===== src/rtl/mem_arbiter.sv =====
// mem_arbiter: shares one fixed-latency memory port between two requesters (m0, m1).
// The ready cycle is never a grant edge, so a requester still holding valid there is not re-served.
module mem_arbiter #(
  parameter int ADDR_WIDTH = 32,
  parameter int MEM_LAT = 1,
  parameter bit RR = 1'b1
) (
  input  logic                  clk,
  input  logic                  reset,
  input  logic                  m0_valid,
  input  logic [ADDR_WIDTH-1:0] m0_addr,
  input  logic [31:0]           m0_wdata,
  input  logic [3:0]            m0_wmask,
  output logic [31:0]           m0_rdata,
  output logic                  m0_ready,
  input  logic                  m1_valid,
  input  logic [ADDR_WIDTH-1:0] m1_addr,
  input  logic [31:0]           m1_wdata,
  input  logic [3:0]            m1_wmask,
  output logic [31:0]           m1_rdata,
  output logic                  m1_ready,
  output logic [ADDR_WIDTH-1:0] mem_addr,
  output logic [31:0]           mem_wdata,
  output logic [3:0]            mem_wmask,
  output logic                  mem_rstrb,
  input  logic [31:0]           mem_rdata,
  output logic                  busy,
  output logic [1:0]            gnt
);
  typedef enum logic [1:0] {IDLE, ACCESS, WAIT} state_t;
  localparam logic [3:0] LAT = 4'(MEM_LAT);
  state_t state_q, state_d;
  logic [3:0] cnt_q, cnt_d, wmask_q, wmask_d;
  logic last_q, last_d, busy_q, busy_d, rstrb_q, rstrb_d, pick1;
  logic [1:0] gnt_q, gnt_d, rdy_q, rdy_d;
  logic [ADDR_WIDTH-1:0] addr_q, addr_d;
  logic [31:0] wdata_q, wdata_d;
  always_comb begin
    state_d = state_q;
    cnt_d = cnt_q;
    last_d = last_q;
    busy_d = busy_q;
    gnt_d = gnt_q;
    addr_d = addr_q;
    wdata_d = wdata_q;
    wmask_d = 4'b0;
    rstrb_d = 1'b0;
    rdy_d = 2'b00;
    // last_q=1 means m1 was served last, so m0 wins the next tie
    pick1 = m1_valid && (!m0_valid || (RR && !last_q));
    case (state_q)
      IDLE: if ((m0_valid || m1_valid) && rdy_q == 2'b00) begin
        state_d = ACCESS;
        cnt_d = LAT;
        last_d = pick1;
        busy_d = 1'b1;
        gnt_d = pick1 ? 2'b10 : 2'b01;
        addr_d = (pick1 ? m1_addr : m0_addr) & ~ADDR_WIDTH'(3);
        wdata_d = pick1 ? m1_wdata : m0_wdata;
        wmask_d = pick1 ? m1_wmask : m0_wmask;
        rstrb_d = wmask_d == 4'b0;
      end
      default: begin
        cnt_d = cnt_q - 4'd1;
        state_d = WAIT;
        if (cnt_q == 4'd1) begin
          state_d = IDLE;
          rdy_d = gnt_q;
          gnt_d = 2'b00;
          busy_d = 1'b0;
        end
      end
    endcase
  end
  always_ff @(posedge clk) begin
    if (!reset) begin
      state_q <= IDLE;
      cnt_q <= 4'd0;
      last_q <= 1'b1;
      busy_q <= 1'b0;
      gnt_q <= 2'b00;
      addr_q <= '0;
      wdata_q <= 32'd0;
      wmask_q <= 4'd0;
      rstrb_q <= 1'b0;
      rdy_q <= 2'b00;
    end else begin
      state_q <= state_d;
      cnt_q <= cnt_d;
      last_q <= last_d;
      busy_q <= busy_d;
      gnt_q <= gnt_d;
      addr_q <= addr_d;
      wdata_q <= wdata_d;
      wmask_q <= wmask_d;
      rstrb_q <= rstrb_d;
      rdy_q <= rdy_d;
    end
  end
  assign mem_addr = addr_q;
  assign mem_wdata = wdata_q;
  assign mem_wmask = wmask_q;
  assign mem_rstrb = rstrb_q;
  assign busy = busy_q;
  assign gnt = gnt_q;
  assign m0_ready = rdy_q[0];
  assign m1_ready = rdy_q[1];
  assign m0_rdata = rdy_q[0] ? mem_rdata : 32'd0;
  assign m1_rdata = rdy_q[1] ? mem_rdata : 32'd0;
endmodule


===== config.mk =====
export PLATFORM = sky130hd
export DESIGN_NAME = mem_arbiter
export DESIGN_NICKNAME = d
export VERILOG_FILES = /design/src/rtl/mem_arbiter.sv
export SDC_FILE = /design/constraint.sdc
export NUM_CORES = 1
export LEC_CHECK = 0
export BUFFER_PORTS_ARGS = -buffer_cell sky130_fd_sc_hd__clkbuf_2
export CORE_AREA = 2 2 122 124
export CTS_CLUSTER_DIAMETER = 100
export DETAILED_ROUTE_END_ITERATION = 6
export DIE_AREA = 0 0 124 126
export PLACE_DENSITY = 0.59
export SKIP_LAST_GASP = 1
export SLEW_MARGIN = 10
export SYNTH_ARGS = -nofsm -noshare
export SYNTH_HDL_FRONTEND = slang
export SYNTH_SLANG_ARGS = --single-unit

===== constraint.sdc =====
create_clock -name clk -period 1.5 [get_ports clk]
set_clock_uncertainty 0.1 [all_clocks]
set_input_delay 0.15 -clock clk [delete_from_list [all_inputs] [get_ports clk]]
set_output_delay 0.15 -clock clk [all_outputs]
set_load 0.02 [all_outputs]

==> out/summary.txt <==
Status - complete, but fails checks
Violated checks - negative setup slack
Final Hold Vio Count - 0
Synth unique cells - 34
Core box area - 14300 µm²
Worst-Skew Late Latency - 330 ps
CTS tree - yes
DR DRC count - 0
CP Class - reg -> out
RSZ-0062 raised after global routing - true
Critical path's most frequent cell - buf_8
CP Depth - 4
Crit start category - register
Synthesized cell area - 4080 µm²
Initial Utilization - 28.5%
Routed vias/inst - 5.06
CP Data Arrival Time - 1270 ps
GRT overflow - 0
IO Pins - 310
Synth Area per Inst - 7.89 µm²
Die height - 126 µm
Global-route wire length before repair - 29.0 mm
Slowest stage delay, CP - 350 ps
Drt pass-1 iters - 5
Row count - 44
Critical Path Start - rdy_q[0]
Cell Pwr Density - 952 nW/µm²
Async S/R FF share, synth - 0%
Final wirelength - 21.0 mm
Area grow syn2layout - 99.7%
Final ANT Viol Nets - 0
Num CTS Buffers - 9
Final setup fails - 13
Share of cells above drive strength 1 - 41.1%
Nets@finish - 1119
Placed cells - 971
Leak - 3.90 nW
Hpwl dp - 12.7 mm
Leading cell types in the layout, fill and taps excluded - clkbuf_2 (251), nand2_1 (135), dlygate4sd3_1 (130)
Critical path's top delay family - buffers and inverters
Minimum clock period - 1520 ps
Root buffer cell - clkbuf_16
Reg2reg end - mem_wdata[28]
Path depth of the worst reg2reg path - 5
Synthesized flop and latch total - 79
Final std cells w/o fill - 1139
Width of the die - 124 µm
Peak supply drop - 0.576 mV
Avg WL per Cell - 18.4 µm
Register area share after synthesis - 38.7%
GP Congestion - 0.788
CP endpoint - m0_rdata[24]
Number of global-route vias before repair - 5718
Final WS setup - -24.6 ps
CP max FO - 16
Setup TNS Final - -129 ps
Commonest non-fill, non-tap cell in the layout - clkbuf_2
Port Buf Inserts - 303
Cell-by-cell trace of the critical path - buf_8 > buf_8 > and2_1 > clkbuf_8
DR iter-0 viols - 349
Via count - 5763
Max Cap Viol - 0
Post-Syn Instances - 517
Die Area - 15600 µm²
Worst reg-to-reg setup slack - 0 ps
Primary FF master, synth - dfxtp_1
Critical path capture point type - output port
HP Class - in -> reg
Worst path slowest cell - dfxtp_4
Post-synth EDFFs - 0
GRT Total Usage - 23.9%
WHS Path Cells - 3
Clock Path Buffers - 2
Slew Viols, Final - 0
Fin crit share - 102%
H-Tree Depth - 3
Initial antenna violation count - 9
Clock Pin Slew Worst Setup and Hold Paths - 60 ps
Largest net degree at the start of global routing - 44
Buf+Inv Stages, Crit Path - 3
Clock Sinks - 79
R2R Path Start - rdy_q[1]
Synth Warn # - 0
Max Clk Rate - 0.656 GHz
Crit path required time - 1250 ps
-- power breakdown --
| part | total (mW) | switching [mW] | leakage (nW) | internal, mW |
|---|---|---|---|---|
| clock | 2.30 | 0.873 | 0.154 | 1.42 |
| combinational | 2.88 | 1.53 | 3.09 | 1.34 |
| sequential | 2.59 | 0.179 | 0.657 | 2.41 |
-- state kept, by name, summed over array words and instances, names as in the netlist --
| signal | count |
|---|---|
| busy | 1 |
| cnt_q | 4 |
| gnt | 2 |
| last_q | 1 |
| mem_addr | 30 |
| mem_rstrb | 1 |
| mem_wdata | 32 |
| mem_wmask | 4 |
| rdy_q | 2 |
| state_q | 2 |
-- metrics by stage --
step / power, mW / worst slack, ps / cell area (µm²) / utilization [%] / hold slack, ps
6_report: 7.76 / -24.6 / 8150 / 56.9 / 4.43
5_1_grt: 8.14 / -54.3 / 8140 / 56.8 / 23.3
4_1_cts: 7.48 / -42.8 / 7620 / 53.2 / 1.98
3_5_place_dp: 4.87 / -20.1 / 5920 / 41.4 / 297
3_3_place_gp: 4.86 / -5.01 / 5920 / 41.4 / 296
2_1_floorplan: 3.94 / -93.7 / 4090 / - / 139
-- Yosys cell counts, drive strengths merged (2+ instances only) --
cell type  count  area (µm²)
a21oi          8        40.0
ha             2        25.0
dfxtp         79        1580
clkbuf        29         109
nor2           3        11.3
nand4          3        18.8
nor3           2        21.3
and2          66         413
buf           31         208
nor4           2        12.5
nand2        135         507
nand3          4        20.0
o211ai         5        37.5
a311oi        62         543
a31oi         65         407
inv            4        15.0
o21ai          2        10.0
or2            3        18.8
or3            2        12.5
-- how the worst min path moves through the flow --
stage                      startpoint           end  slack (ps)
after global placement    m1_wmask[3]  mem_wmask[3]         300
after floorplan                 reset        last_q         140
after CTS                 m1_addr[18]  mem_addr[18]           2
final                     m1_addr[18]  mem_addr[18]           4
after detailed placement  m0_wmask[3]  mem_wmask[3]         300
after global routing      m1_addr[18]  mem_addr[18]          20
-- worst register-to-register path, delay by kind of cell, from the launching register on --
kind / cells / cell delay, ps
flops: 1 / 340
compound gates: 1 / 80
buf+inv: 2 / 380
simple gates: 2 / 480
-- timing repair --
item / in CTS / in global routing
setup buffers: 2 / 4
setup endpoints to repair: 81 / 124
gates resized for setup: 19 / 114
pin swaps: 2 / 24
hold buffers: 130 / 0
cloned: 0 / 11
hold endpoints to repair: 67 / 0
-- layer usage --
metal,global-route usage [%],vias to the layer above,wire length [µm]
met4,8.53,6,486
met3,9.01,53,2100
met1,24.0,2680,7650
met2,44.2,283,10700
li1,-,2741,-
met5,0,-,35
-- area by class of cell --
| cell class | instances | area, µm² |
|---|---|---|
| well taps | 184 | 230 |
| fillers | 1214 | 6160 |
| repair buffers | 476 | 3700 |
| inverters | 5 | 18.8 |
| clock inverters | 3 | 40.0 |
| diodes | 6 | 15.0 |
| multi-input cells | 374 | 2290 |
| flip-flops and latches | 79 | 1590 |
| clock buffers | 12 | 268 |
-- logic make-up after synthesis --
kind of cell / synth area share (%)
flip-flops: 38.7
AND/OR/NAND/NOR: 25.9
buffers and inverters: 8.22
other: 0.0919
adder cells (fa/ha/maj): 0.613
AO/OA/AOI/OAI: 26.5
Note: power is estimated with default switching activity, not from simulation.
